### src/rtl/button_conditioner_pkg.sv
// Shared definitions for the button conditioner: repeat FSM encoding,
// button index names for the game logic, and a small sizing helper.
package button_conditioner_pkg;

    typedef enum logic [1:0] {
        IDLE   = 2'd0,
        DELAY  = 2'd1,
        REPEAT = 2'd2
    } rep_state_e;

    // Bit positions of the board buttons in every N_BTN-wide vector.
    localparam int BTN_U = 0;
    localparam int BTN_S = 1;
    localparam int BTN_D = 2;

    function automatic int max_int(input int a, input int b);
        return (a > b) ? a : b;
    endfunction

endpackage

### src/rtl/button_conditioner_btn_channel.sv
// One button channel: two-flop synchronizer, counting debouncer,
// registered press/release pulses and an optional auto-repeat FSM.
module btn_channel
    import button_conditioner_pkg::*;
#(
    parameter int DEBOUNCE_CYCLES     = 1000000,
    parameter int REPEAT_DELAY_CYCLES = 50000000,
    parameter int REPEAT_RATE_CYCLES  = 10000000,
    parameter bit REPEAT_EN           = 1'b1
) (
    input  logic clk,
    input  logic rst,
    input  logic btn_raw,
    output logic btn_level,
    output logic btn_press,
    output logic btn_release,
    output logic btn_repeat
);

    localparam int CW = $clog2(DEBOUNCE_CYCLES + 1);
    localparam logic [CW-1:0] CNT_LAST = CW'(DEBOUNCE_CYCLES - 1);
    localparam logic [CW-1:0] CNT_ONE  = CW'(1);

    logic          s1_q, s1_d;
    logic          s2_q, s2_d;
    logic          stable_q, stable_d;
    logic [CW-1:0] cnt_q, cnt_d;
    logic          press_q, press_d;
    logic          release_q, release_d;

    // Next-state logic for synchronizer, debounce counter and edge pulses.
    always_comb begin
        // NOTE: every signal gets a default first so no path leaves it unassigned (no latch).
        s1_d     = btn_raw;
        s2_d     = s1_q;
        stable_d = stable_q;
        cnt_d    = '0;
        if (s2_q != stable_q) begin
            if (cnt_q == CNT_LAST) begin
                stable_d = ~stable_q;
            end else begin
                cnt_d = cnt_q + CNT_ONE;
            end
        end
        // Pulses are registered alongside the level, so they cover exactly
        // the first cycle of the new level.
        press_d   = stable_d & ~stable_q;
        release_d = ~stable_d & stable_q;
    end

    // State registers for synchronizer, debouncer and pulse outputs.
    always_ff @(posedge clk or posedge rst) begin
        if (rst) begin
            s1_q      <= 1'b0;
            s2_q      <= 1'b0;
            stable_q  <= 1'b0;
            cnt_q     <= '0;
            press_q   <= 1'b0;
            release_q <= 1'b0;
        end else begin
            // NOTE: non-blocking assignments so every flop samples pre-edge values.
            s1_q      <= s1_d;
            s2_q      <= s2_d;
            stable_q  <= stable_d;
            cnt_q     <= cnt_d;
            press_q   <= press_d;
            release_q <= release_d;
        end
    end

    assign btn_level   = stable_q;
    assign btn_press   = press_q;
    assign btn_release = release_q;

    if (REPEAT_EN) begin : g_repeat
        localparam int TW = $clog2(max_int(REPEAT_DELAY_CYCLES, REPEAT_RATE_CYCLES) + 1);
        localparam logic [TW-1:0] DELAY_LAST = TW'(REPEAT_DELAY_CYCLES);
        localparam logic [TW-1:0] RATE_LAST  = TW'(REPEAT_RATE_CYCLES);
        localparam logic [TW-1:0] TIMER_ONE  = TW'(1);

        rep_state_e    state_q;
        logic [TW-1:0] timer_q;
        logic          rep_q;

        // Auto-repeat FSM; looks at the level being registered this edge so a
        // release always beats a coinciding timer expiry.
        always_ff @(posedge clk or posedge rst) begin
            if (rst) begin
                state_q <= IDLE;
                timer_q <= '0;
                rep_q   <= 1'b0;
            end else begin
                rep_q <= 1'b0;
                case (state_q)
                    IDLE: begin
                        if (press_d) begin
                            rep_q   <= 1'b1;
                            state_q <= DELAY;
                            timer_q <= TIMER_ONE;
                        end
                    end
                    DELAY: begin
                        if (!stable_d) begin
                            state_q <= IDLE;
                            timer_q <= '0;
                        end else if (timer_q == DELAY_LAST) begin
                            rep_q   <= 1'b1;
                            state_q <= REPEAT;
                            timer_q <= TIMER_ONE;
                        end else begin
                            timer_q <= timer_q + TIMER_ONE;
                        end
                    end
                    REPEAT: begin
                        if (!stable_d) begin
                            state_q <= IDLE;
                            timer_q <= '0;
                        end else if (timer_q == RATE_LAST) begin
                            rep_q   <= 1'b1;
                            timer_q <= TIMER_ONE;
                        end else begin
                            timer_q <= timer_q + TIMER_ONE;
                        end
                    end
                    default: begin
                        state_q <= IDLE;
                        timer_q <= '0;
                    end
                endcase
            end
        end

        assign btn_repeat = rep_q;
    end else begin : g_no_repeat
        assign btn_repeat = press_q;
    end

endmodule

### src/rtl/button_conditioner.sv
// Conditions the raw board buttons for the game logic: one independent
// btn_channel per button, all in the main clk domain.
module button_conditioner
    import button_conditioner_pkg::*;
#(
    parameter int               N_BTN               = 3,
    parameter int               DEBOUNCE_CYCLES     = 1000000,
    parameter int               REPEAT_DELAY_CYCLES = 50000000,
    parameter int               REPEAT_RATE_CYCLES  = 10000000,
    parameter logic [N_BTN-1:0] REPEAT_EN           = 3'b101
) (
    input  logic             clk,
    input  logic             rst,
    input  logic [N_BTN-1:0] btn_raw,
    output logic [N_BTN-1:0] btn_level,
    output logic [N_BTN-1:0] btn_press,
    output logic [N_BTN-1:0] btn_release,
    output logic [N_BTN-1:0] btn_repeat
);

    for (genvar i = 0; i < N_BTN; i++) begin : g_ch
        btn_channel #(
            .DEBOUNCE_CYCLES    (DEBOUNCE_CYCLES),
            .REPEAT_DELAY_CYCLES(REPEAT_DELAY_CYCLES),
            .REPEAT_RATE_CYCLES (REPEAT_RATE_CYCLES),
            .REPEAT_EN          (REPEAT_EN[i])
        ) u_ch (
            .clk        (clk),
            .rst        (rst),
            .btn_raw    (btn_raw[i]),
            .btn_level  (btn_level[i]),
            .btn_press  (btn_press[i]),
            .btn_release(btn_release[i]),
            .btn_repeat (btn_repeat[i])
        );
    end

endmodule

### config.mk
export PLATFORM = sky130hd
export DESIGN_NAME = button_conditioner
export DESIGN_NICKNAME = d
export VERILOG_FILES = /design/src/rtl/button_conditioner_pkg.sv /design/src/rtl/button_conditioner_btn_channel.sv /design/src/rtl/button_conditioner.sv
export SDC_FILE = /design/constraint.sdc
export NUM_CORES = 1
export LEC_CHECK = 0
export CAP_MARGIN = 20
export CORE_MARGIN = 2
export CORE_UTILIZATION = 55
export CTS_CLUSTER_DIAMETER = 200
export DETAILED_ROUTE_END_ITERATION = 6
export PLACE_DENSITY_LB_ADDON = 0.12
export SKIP_LAST_GASP = 1
export SLEW_MARGIN = 20
export SYNTH_ARGS = -nofsm -noshare
export SYNTH_HDL_FRONTEND = slang
export SYNTH_SLANG_ARGS = --single-unit
### constraint.sdc
create_clock -name clk -period 7.4 [get_ports clk]
set_input_delay 1.85 -clock clk [delete_from_list [all_inputs] [get_ports clk]]
set_output_delay 1.85 -clock clk [all_outputs]
set_load 0.005 [all_outputs]
After elaboration in Yosys (flattened, before gate mapping)

Index checks and enable logic that the tools add are counted.

Logic and storage cells: 111
Bits in registers: 133
Input port bits: 5
Output and inout bits: 12

Equality and inequality tests: 20
Reductions and logical operators: 4
Add/subtract/negate cells: 5
Bitwise logic cells: 12
Multiplexer cells: 46

Operator list:

| kind                  | count |
|---|---|
| $mux 26               | 10 |
| $pmux 26 s3           | 2 |
| $mux 20               | 6 |
| $add 20x1->20 const B | 3 |
| $eq 20x20->1 const B  | 3 |
| $add 26x1->26 const B | 2 |
| $eq 26x24->1 const B  | 2 |
| $eq 26x26->1 const B  | 2 |
| $mux 1                | 16 |
| $mux 2                | 8 |
| $pmux 2 s3            | 2 |
| $and 1x1->1           | 6 |
| $ne 3x3->1 const B    | 2 |
| $not 1->1             | 6 |
| $pmux 1 s3            | 2 |
| $reduce_and 3->1      | 2 |
| $eq 2x1->1 const B    | 2 |
| $eq 2x2->1 const B    | 2 |
| $logic_not 2->1       | 2 |
| $ne 2x1->1 const B    | 2 |
| $ne 2x2->1 const B    | 2 |
| $ne 1x1->1            | 3 |

Logic depth before layout (Yosys ltp)

Gate-level depths: netlist of the first run.

Word-level depth: 6
Mapped depth: 9
Gate-level depth less buffers: 8

By module

A second synthesis of the first run with hierarchy kept.

Cells, all modules: 760
Area total of the unflattened synthesis: 7327.0 um^2

By module, submodules not included:

| module                          | cells an instance | area an instance (um^2) | sequential area each (um^2) | times used |
|---|---|---|---|---|
| btn_channel at g_ch[0].u_ch ... | 324               | 3046.7                  | 1351.3                      | 2 |
| btn_channel at g_ch[1].u_ch     | 112               | 1233.7                  | 625.6                       | 1 |

Least setup slack after synthesis of the first run

Ideal clock, no wire load.

Kind: reg-to-reg
From: register g_ch[2].u_ch.cnt_q[8]
To: register g_ch[2].u_ch.g_repeat.timer_q[25]
Path buffers: 0
Setup slack: 4.709 ns
Cell stages (with the launch flop): 7
Data required time: 7.331 ns
Arrival: 2.622 ns
Cells stage by stage: dfrtp_1 or4_1 or4_4 or3_4 a221oi_2 or4b_1 nand3_1

Longest elaborated chain between the ends: 5
Elaborated cells between the ends (all ways): 8
Those cells by class: eq/ne: 2; mux: 5; bitwise: 1

RTL lines:

| what                                      | RTL line                              | RTL |
|---|---|---|
| start, declared                           | button_conditioner_btn_channel.sv:27  | `logic [CW-1:0] cnt_q, cnt_d;` |
| start signal, assigned                    | button_conditioner_btn_channel.sv:65  | `cnt_q <= cnt_d;` |
| $eq 20x20->1 *                            | button_conditioner_btn_channel.sv:39  | `if (cnt_q == CNT_LAST) begin` |
| $mux 1 *                                  | button_conditioner_btn_channel.sv:39  |  |
| $mux 1 *                                  | button_conditioner_btn_channel.sv:38  | `if (s2_q != stable_q) begin` |
| $mux 26 (tied with other cells)           | button_conditioner_btn_channel.sv:115 | `if (!stable_d) begin` |
| $pmux 26 s3 or $ne 2x1->1 (tied branches) | n/a                                   |  |
| end signal, assigned                      | button_conditioner_btn_channel.sv:111 | `timer_q <= timer_q + TIMER_ONE;` |
| end signal, assigned                      | button_conditioner_btn_channel.sv:122 | `timer_q <= timer_q + TIMER_ONE;` |
| end, declared                             | button_conditioner_btn_channel.sv:82  | `logic [TW-1:0] timer_q;` |

Mark *: on every way between the ends. The rest lies on a longest branch, timed or not.
A chain may end at the register's enable or synchronous reset.

Worst setup path after layout of the first run

From: register g_ch[0].u_ch.cnt_q[7]
To: register g_ch[0].u_ch.g_repeat.timer_q[22]

Longest elaborated chain between the ends: 5
Elaborated cells between the ends (all ways): 8
Those cells by class: eq/ne: 2; mux: 5; bitwise: 1

RTL lines:

| what                     | RTL line                              | RTL |
|---|---|---|
| start, declared          | button_conditioner_btn_channel.sv:27  |  |
| start signal, assigned   | button_conditioner_btn_channel.sv:65  |  |
| $eq 20x20->1             | button_conditioner_btn_channel.sv:39  |  |
| $mux 1                   | button_conditioner_btn_channel.sv:39  |  |
| $mux 1                   | button_conditioner_btn_channel.sv:38  |  |
| $and 1x1->1              | button_conditioner_btn_channel.sv:47  | `press_d = stable_d & ~stable_q;` |
| net g_ch[0].u_ch.press_d | button_conditioner_btn_channel.sv:28  | `logic press_q, press_d;` |
| $ne 2x1->1 (no line)     | n/a                                   |  |
| end signal, assigned     | button_conditioner_btn_channel.sv:111 |  |
| end signal, assigned     | button_conditioner_btn_channel.sv:122 |  |
| end, declared            | button_conditioner_btn_channel.sv:82  |  |

The timed path passes the listed nets, and every way through them passes these cells.

==> impl_metrics.ini, run 1 <==
[status]
status = finished clean

[layout]
post-route-util_pct = 62.7
antenna_cells = 0
final_cells = 936
fillers = 1066
seq_area_sq_mm = 0.00333
multi_input_area_sq_mm = 0.00343
drive_gt1_share_pct = 6.15
area_growth_pct = 12.0
nets = 771

[sta]
rsz0062_at_grt = false
finalWorstSetupSlack_ns = 4.07
hold_ws_ns = 0.359
worst_slew_pin_slew_ns = 0.933
max_freq_ghz = 0.301
fin_crit_ns = 3.33
finClkSkew_ns = 0.0186
relSlewSlack_pct = 37.8
fin_crit_sh_pct = 44.9
hold_viol_final = 0
setup_viol = 0
report.final.slew_viol_count = 0
tns_ns = 0

[clock_tree]
clk_pin_slew_ns = 0.06
cts_tree = yes
post_cts_buffers = 0
clock_sinks = 133
root_buffer = clkbuf_16
cts_buffer_depth = 2
numCtsBuffers = 17
cts-resized-gates = 0
ctsHtreeMaxLevel = 4
clock_latency_ns = 0.43
ctsHoldBuffers = 0

[synthesis]
synthCells = 744
ys_warn_count = 0
yosysUniqueCellTypes = 60
ys_ff_latch = 133
synth_edf_count = 0
ys.flop_type = dfrtp_1
synth.net_count = 764
netlist_area_sq_mm = 0.00704
async_reset_ff_share_pct = 100
avgSynthCellArea_sq_um = 9.46
ys_seq_area_share_pct = 47.3

[drt]
wirelength_mm = 14.6
ant_nets = 0
drt_iter0_markers = 339
viasPerCell = 5.87
dr_total_vias = 5491
drc = 0
drt_first_pass_iters = 4
drt-wirelength-per-cell_microns = 15.6

[die]
fp.dieArea_sq_mm = 0.0137
start_util_pct = 56.0
rows = 41
ios = 17
core-area_sq_mm = 0.0126
die_h_microns = 117
die_x_microns = 117

[global_routing]
grt_pass1_vias = 5362
use_met3_pct = 6.33
gr-usage-met1_pct = 29.5
gr-total-overflow = 0
grt_first_pass_wirelength_mm = 25.2
grt_max_degree = 81
use_met2_pct = 39.4
antenna_found_initial = 0
globalRouteTotalUtil_pct = 23.5
top_usage_layer = met2

[power_and_ir_drop]
power.leakage_nw = 3.42
peakVddDrop_mv = 0.147
cellPowerDensity_mw_per_mm2 = 207

[place]
pre_cts_ws_ns = 3.57
finalWeightedCongestion = 0.841
numPortBuffers = 16
dp_hpwl_mm = 9.70
dpl.cell_count = 904

[hold_path]
hold_class = flop to flop

[setup_path]
crit_type = flop to flop
cp.arrival_ns = 3.63
cp-end-kind = flop
cp_max_fo = 15
cp-start-kind = flop
crit_required_ns = 7.70

[flow_run]
cap_violations = 0
## registers in the layout, indices dropped and copies added (netlist names), 3 cells and up
signal	flops
g_ch.u_ch.g_repeat.state_q	4
g_ch.u_ch.s1_q	3
g_ch.u_ch.g_repeat.timer_q	52
g_ch.u_ch.btn_press	3
g_ch.u_ch.cnt_q	60
g_ch.u_ch.btn_release	3
g_ch.u_ch.btn_level	3
g_ch.u_ch.s2_q	3
## metal layers
layer | vias up | share of wire, % | wire length [microns]
li1 | 2663 | - | -
met1 | 2720 | 46 | 6670
met2 | 90 | 49 | 7200
met3 | 18 | 3.7 | 546
met4 | 0 | 1.3 | 186
met5 | - | 0 | 0
## layout by cell type (no fill, tap or decap), types with 4 or more instances in the layout
master	count
a22o_1	20
inv_1	26
nand2b_1	4
a221o_1	6
and4_1	6
xor2_1	44
nor4bb_1	4
nor2_1	103
nor3_1	23
nor4b_1	7
o22ai_1	6
or3_1	8
clkinv_4	5
dfrtp_1	133
a21o_1	10
nor2b_1	5
ha_1	15
clkbuf_16	17
nand2_1	51
clkdlybuf4s50_1	16
nand4_1	26
and3_1	29
and2_1	13
a21oi_1	17
xnor2_1	16
buf_4	4
nand3_1	59
a31oi_1	4
o21ai_0	25
## synthesized netlist by cell type (5+ instances only)
| cell type | n | area, sq um |
|---|---|---|
| clkbuf_1 | 15 | 56.3 |
| nor3_1 | 23 | 115 |
| inv_1 | 27 | 101 |
| ha_1 | 15 | 188 |
| xnor2_1 | 16 | 140 |
| nand3_1 | 59 | 295 |
| nand4_1 | 26 | 163 |
| nor2_1 | 103 | 387 |
| a21oi_1 | 17 | 85.1 |
| and3_1 | 29 | 181 |
| nor2b_1 | 5 | 31.3 |
| and4_1 | 6 | 52.6 |
| a21o_1 | 10 | 75.1 |
| and2_1 | 13 | 81.3 |
| nand2_1 | 51 | 191 |
| buf_4 | 13 | 97.6 |
| dfrtp_1 | 133 | 3330 |
| o22ai_1 | 6 | 37.5 |
| a221o_1 | 6 | 60.1 |
| nor4b_1 | 7 | 61.3 |
| a22o_1 | 20 | 175 |
| xor2_1 | 44 | 385 |
| or3_1 | 8 | 50.1 |
| o21ai_0 | 25 | 125 |
## per-stage QoR
stage	power, mW	area [sq um]
floorplan	0.772	7040
global placement	0.782	7270
detailed placement	0.784	7270
CTS	1.64	7880
global route	1.69	7880
finish	1.63	7880
## area by class of cell
class	instances	area share [%]
sequential	133	42.2
clock inverter	14	2.27
inverter	27	1.35
multi-input combinational	552	43.6
timing repair buffer	20	2.41
tap	172	2.73
clock buffer	18	5.45
## cell families after synthesis
group           share of synthesized area [%]
xor+xnor                                 7.47
mux                                     0.605
simple gates                             26.6
compound gates                           11.5
buf+inv                                  3.91
fa+ha+maj                                2.67
flops                                    47.3
## worst max-delay path, cell delays in order, from the launching register on
cell,delay (ns)
dfrtp_1,0.42
or4_1,0.56
or4b_1,0.62
nor3_1,0.42
nand2b_1,0.51
nand2_1,0.28
o311ai_0,0.40
## path summary, 6_finish.rpt
kind	from	end	slack, ns	depth (start not counted)
hold / removal	g_ch[2].u_ch.s1_q	g_ch[2].u_ch.s2_q	0.36	0
hold reg to reg	g_ch[2].u_ch.s1_q	g_ch[2].u_ch.s2_q	0.36	0
max in group asynchronous	rst	g_ch[1].u_ch.cnt_q[15]	4.27	3
setup / recovery	g_ch[0].u_ch.cnt_q[7]	g_ch[0].u_ch.g_repeat.timer_q[22]	4.07	6
min in group asynchronous	rst	g_ch[2].u_ch.g_repeat.timer_q[25]	1.92	2
setup reg to reg	g_ch[0].u_ch.cnt_q[7]	g_ch[0].u_ch.g_repeat.timer_q[22]	4.07	6
## power by group
| part | switching [mW] | internal, mW | total (mW) |
|---|---|---|---|
| Sequential | 0.00581 | 0.733 | 0.739 |
| Clock | 0.327 | 0.533 | 0.860 |
| Combinational | 0.0234 | 0.00720 | 0.0306 |
No activity file was read; power rests on OpenSTA's default activity.
==> run 2, diff against run 1 <==
==> constraint.sdc (replaced) <==
create_clock -name clk -period 3.28 [get_ports clk]
set_input_delay 0.82 -clock clk [delete_from_list [all_inputs] [get_ports clk]]
set_output_delay 0.82 -clock clk [all_outputs]
set_load 0.005 [all_outputs]
==> run 2 against run 1 <==
Against the previous run:
- combinational power grew 130%
- count of clock-buffer cells in the layout grew 1
- sequential power grew 130%
- highest routed layer unchanged
- final cell count grew 0.43%
==> impl_metrics.ini, run 2 (synthesis gave the netlist of run 1 again) <==
[sta]
max_freq_ghz = 0.335
relSlewSlack_pct = 40.7
fin_crit_sh_pct = 91.0
finalWorstSetupSlack_ns = 0.295
fin_crit_ns = 2.99
tns_ns = 0
worst_slew_pin_slew_ns = 0.890
rsz0062_at_grt = false
report.final.slew_viol_count = 0
setup_viol = 0
finClkSkew_ns = 0.00804
hold_viol_final = 0

[setup_path]
crit_start = g_ch[2].u_ch.cnt_q[8]
timing.rr.start = g_ch[2].u_ch.cnt_q[8]
cp_max_fo = 10
critical_path.max_stage_delay_ns = 0.55
r2r_end = g_ch[2].u_ch.g_repeat.timer_q[2]
cp-start-kind = flop
r2r.worst_path.cells = 7
reg2reg_slack_ns = 0.29
crit_required_ns = 3.59
cp-end-kind = flop
crit_type = flop to flop
cp.arrival_ns = 3.29
worstPathCellList = or4_1, or4_4, or3_4, a221oi_2, buf_4, nand2_2, o311ai_2
slowest_stage = or4_4
endpoint = g_ch[2].u_ch.g_repeat.timer_q[2]

[drt]
drt-wirelength-per-cell_microns = 15.8
wirelength_mm = 14.8
drc = 0
ant_nets = 0
drt_first_pass_iters = 5
dr_total_vias = 5561
viasPerCell = 5.92
drt_iter0_markers = 491

[place]
numPortBuffers = 16
dpl.cell_count = 909
finalWeightedCongestion = 0.884
dp_hpwl_mm = 9.76
pre_cts_ws_ns = 0.314

[power_and_ir_drop]
power.total_mw = 3.84
cellPowerDensity_mw_per_mm2 = 481
peakVddDrop_mv = 0.353
power.leakage_nw = 3.46

[clock_tree]
clk_pin_slew_ns = 0.06
post_cts_buffers = 0
cts_tree = yes
cts-resized-gates = 0
clock_latency_ns = 0.42
root_buffer = clkbuf_16
ctsHtreeMaxLevel = 4
cts_buffer_depth = 2
numCtsBuffers = 17
clock_sinks = 133
ctsHoldBuffers = 0

[hold_path]
holdPathStages = 0
hold_class = flop to flop
hp-start = g_ch[2].u_ch.s1_q

[die]
start_util_pct = 56.0
rows = 41
core-area_sq_mm = 0.0126
ios = 17
die_x_microns = 117
die_h_microns = 117
fp.dieArea_sq_mm = 0.0137

[layout]
largest_reg_flops = 60
final_cells = 940
final_cell_mix = 133 x dfrtp_1, 103 x nor2_1, 59 x nand3_1, 51 x nand2_1, 44 x xor2_1
antenna_cells = 0
drive_gt1_share_pct = 6.77
top_register = g_ch.u_ch.cnt_q
top_regs = g_ch.u_ch.cnt_q (60), g_ch.u_ch.g_repeat.timer_q (52), g_ch.u_ch.g_repeat.state_q (4)
final_common_cell = dfrtp_1
area_growth_pct = 13.4
nets = 776

[flow_run]
cap_violations = 0

[global_routing]
grt_max_degree = 134
globalRouteTotalUtil_pct = 23.5
gr-total-overflow = 0
antenna_found_initial = 0
grt_pass1_vias = 5457
grt_first_pass_wirelength_mm = 25.3

[status]
status = finished clean
==> run 2: cell types whose count changed in the layout (fill, tap and decap cells not counted) <==
cell        change
clkinv_4        -5
buf_4           +4
clkinvlp_4      +3
bufinv_16       +2
clkbuf_8        +2
inv_6           -2
buf_12          +1
clkbuf_1        -1
==> run 2: worst min-delay path by stage <==
stage	slack (ns)	end
after CTS	0.36	g_ch[1].u_ch.s2_q
after floorplan	0.33	g_ch[0].u_ch.s2_q
after detailed placement	0.34	g_ch[2].u_ch.s2_q
final	0.36	g_ch[2].u_ch.s2_q
after global placement	0.33	g_ch[1].u_ch.s2_q
after global routing	0.36	g_ch[2].u_ch.s2_q
==> run 2: power by group <==
group          total, mW  internal [mW]  switching [mW]
logic             0.0702         0.0177          0.0525
clock network       2.10           1.38           0.717
registers           1.67           1.65          0.0127
total               3.84           3.06           0.782
==> run 2: critical path: cells and delay by family, from the launching register on <==
family                 cells  cell delay [ns]
AND/OR/NAND/NOR            4             1.55
AO/OA/AOI/OAI              2             0.67
flip-flops                 1             0.41
buffers and inverters      1             0.25
==> run 2: through the flow <==
stage / area [sq um] / util [%] / hold slack, ns
after global placement: 7320 / 58.3 / 0.332
after floorplan: 7040 / - / 0.331
after detailed placement: 7320 / 58.3 / 0.336
after CTS: 7980 / 63.5 / 0.356
after global routing: 7980 / 63.5 / 0.359
final: 7980 / 63.5 / 0.355
==> run 2: layer usage <==
metal | vias up | global-route usage [%] | routed length [microns]
met5 | - | 0 | 0
met4 | 0 | 7.53 | 117
met3 | 11 | 5.66 | 564
met2 | 125 | 39.2 | 7270
met1 | 2747 | 30.3 | 6860
li1 | 2678 | - | -
==> run 2: final cells by class <==
cell class | instances | area (sq um)
Tap cell | 172 | 215
Timing Repair Buffer | 25 | 240
Multi-Input combinational cell | 552 | 3430
Clock inverter | 12 | 201
Fill cell | 1034 | 4590
Clock buffer | 19 | 453
Sequential cell | 133 | 3330
Inverter | 27 | 105
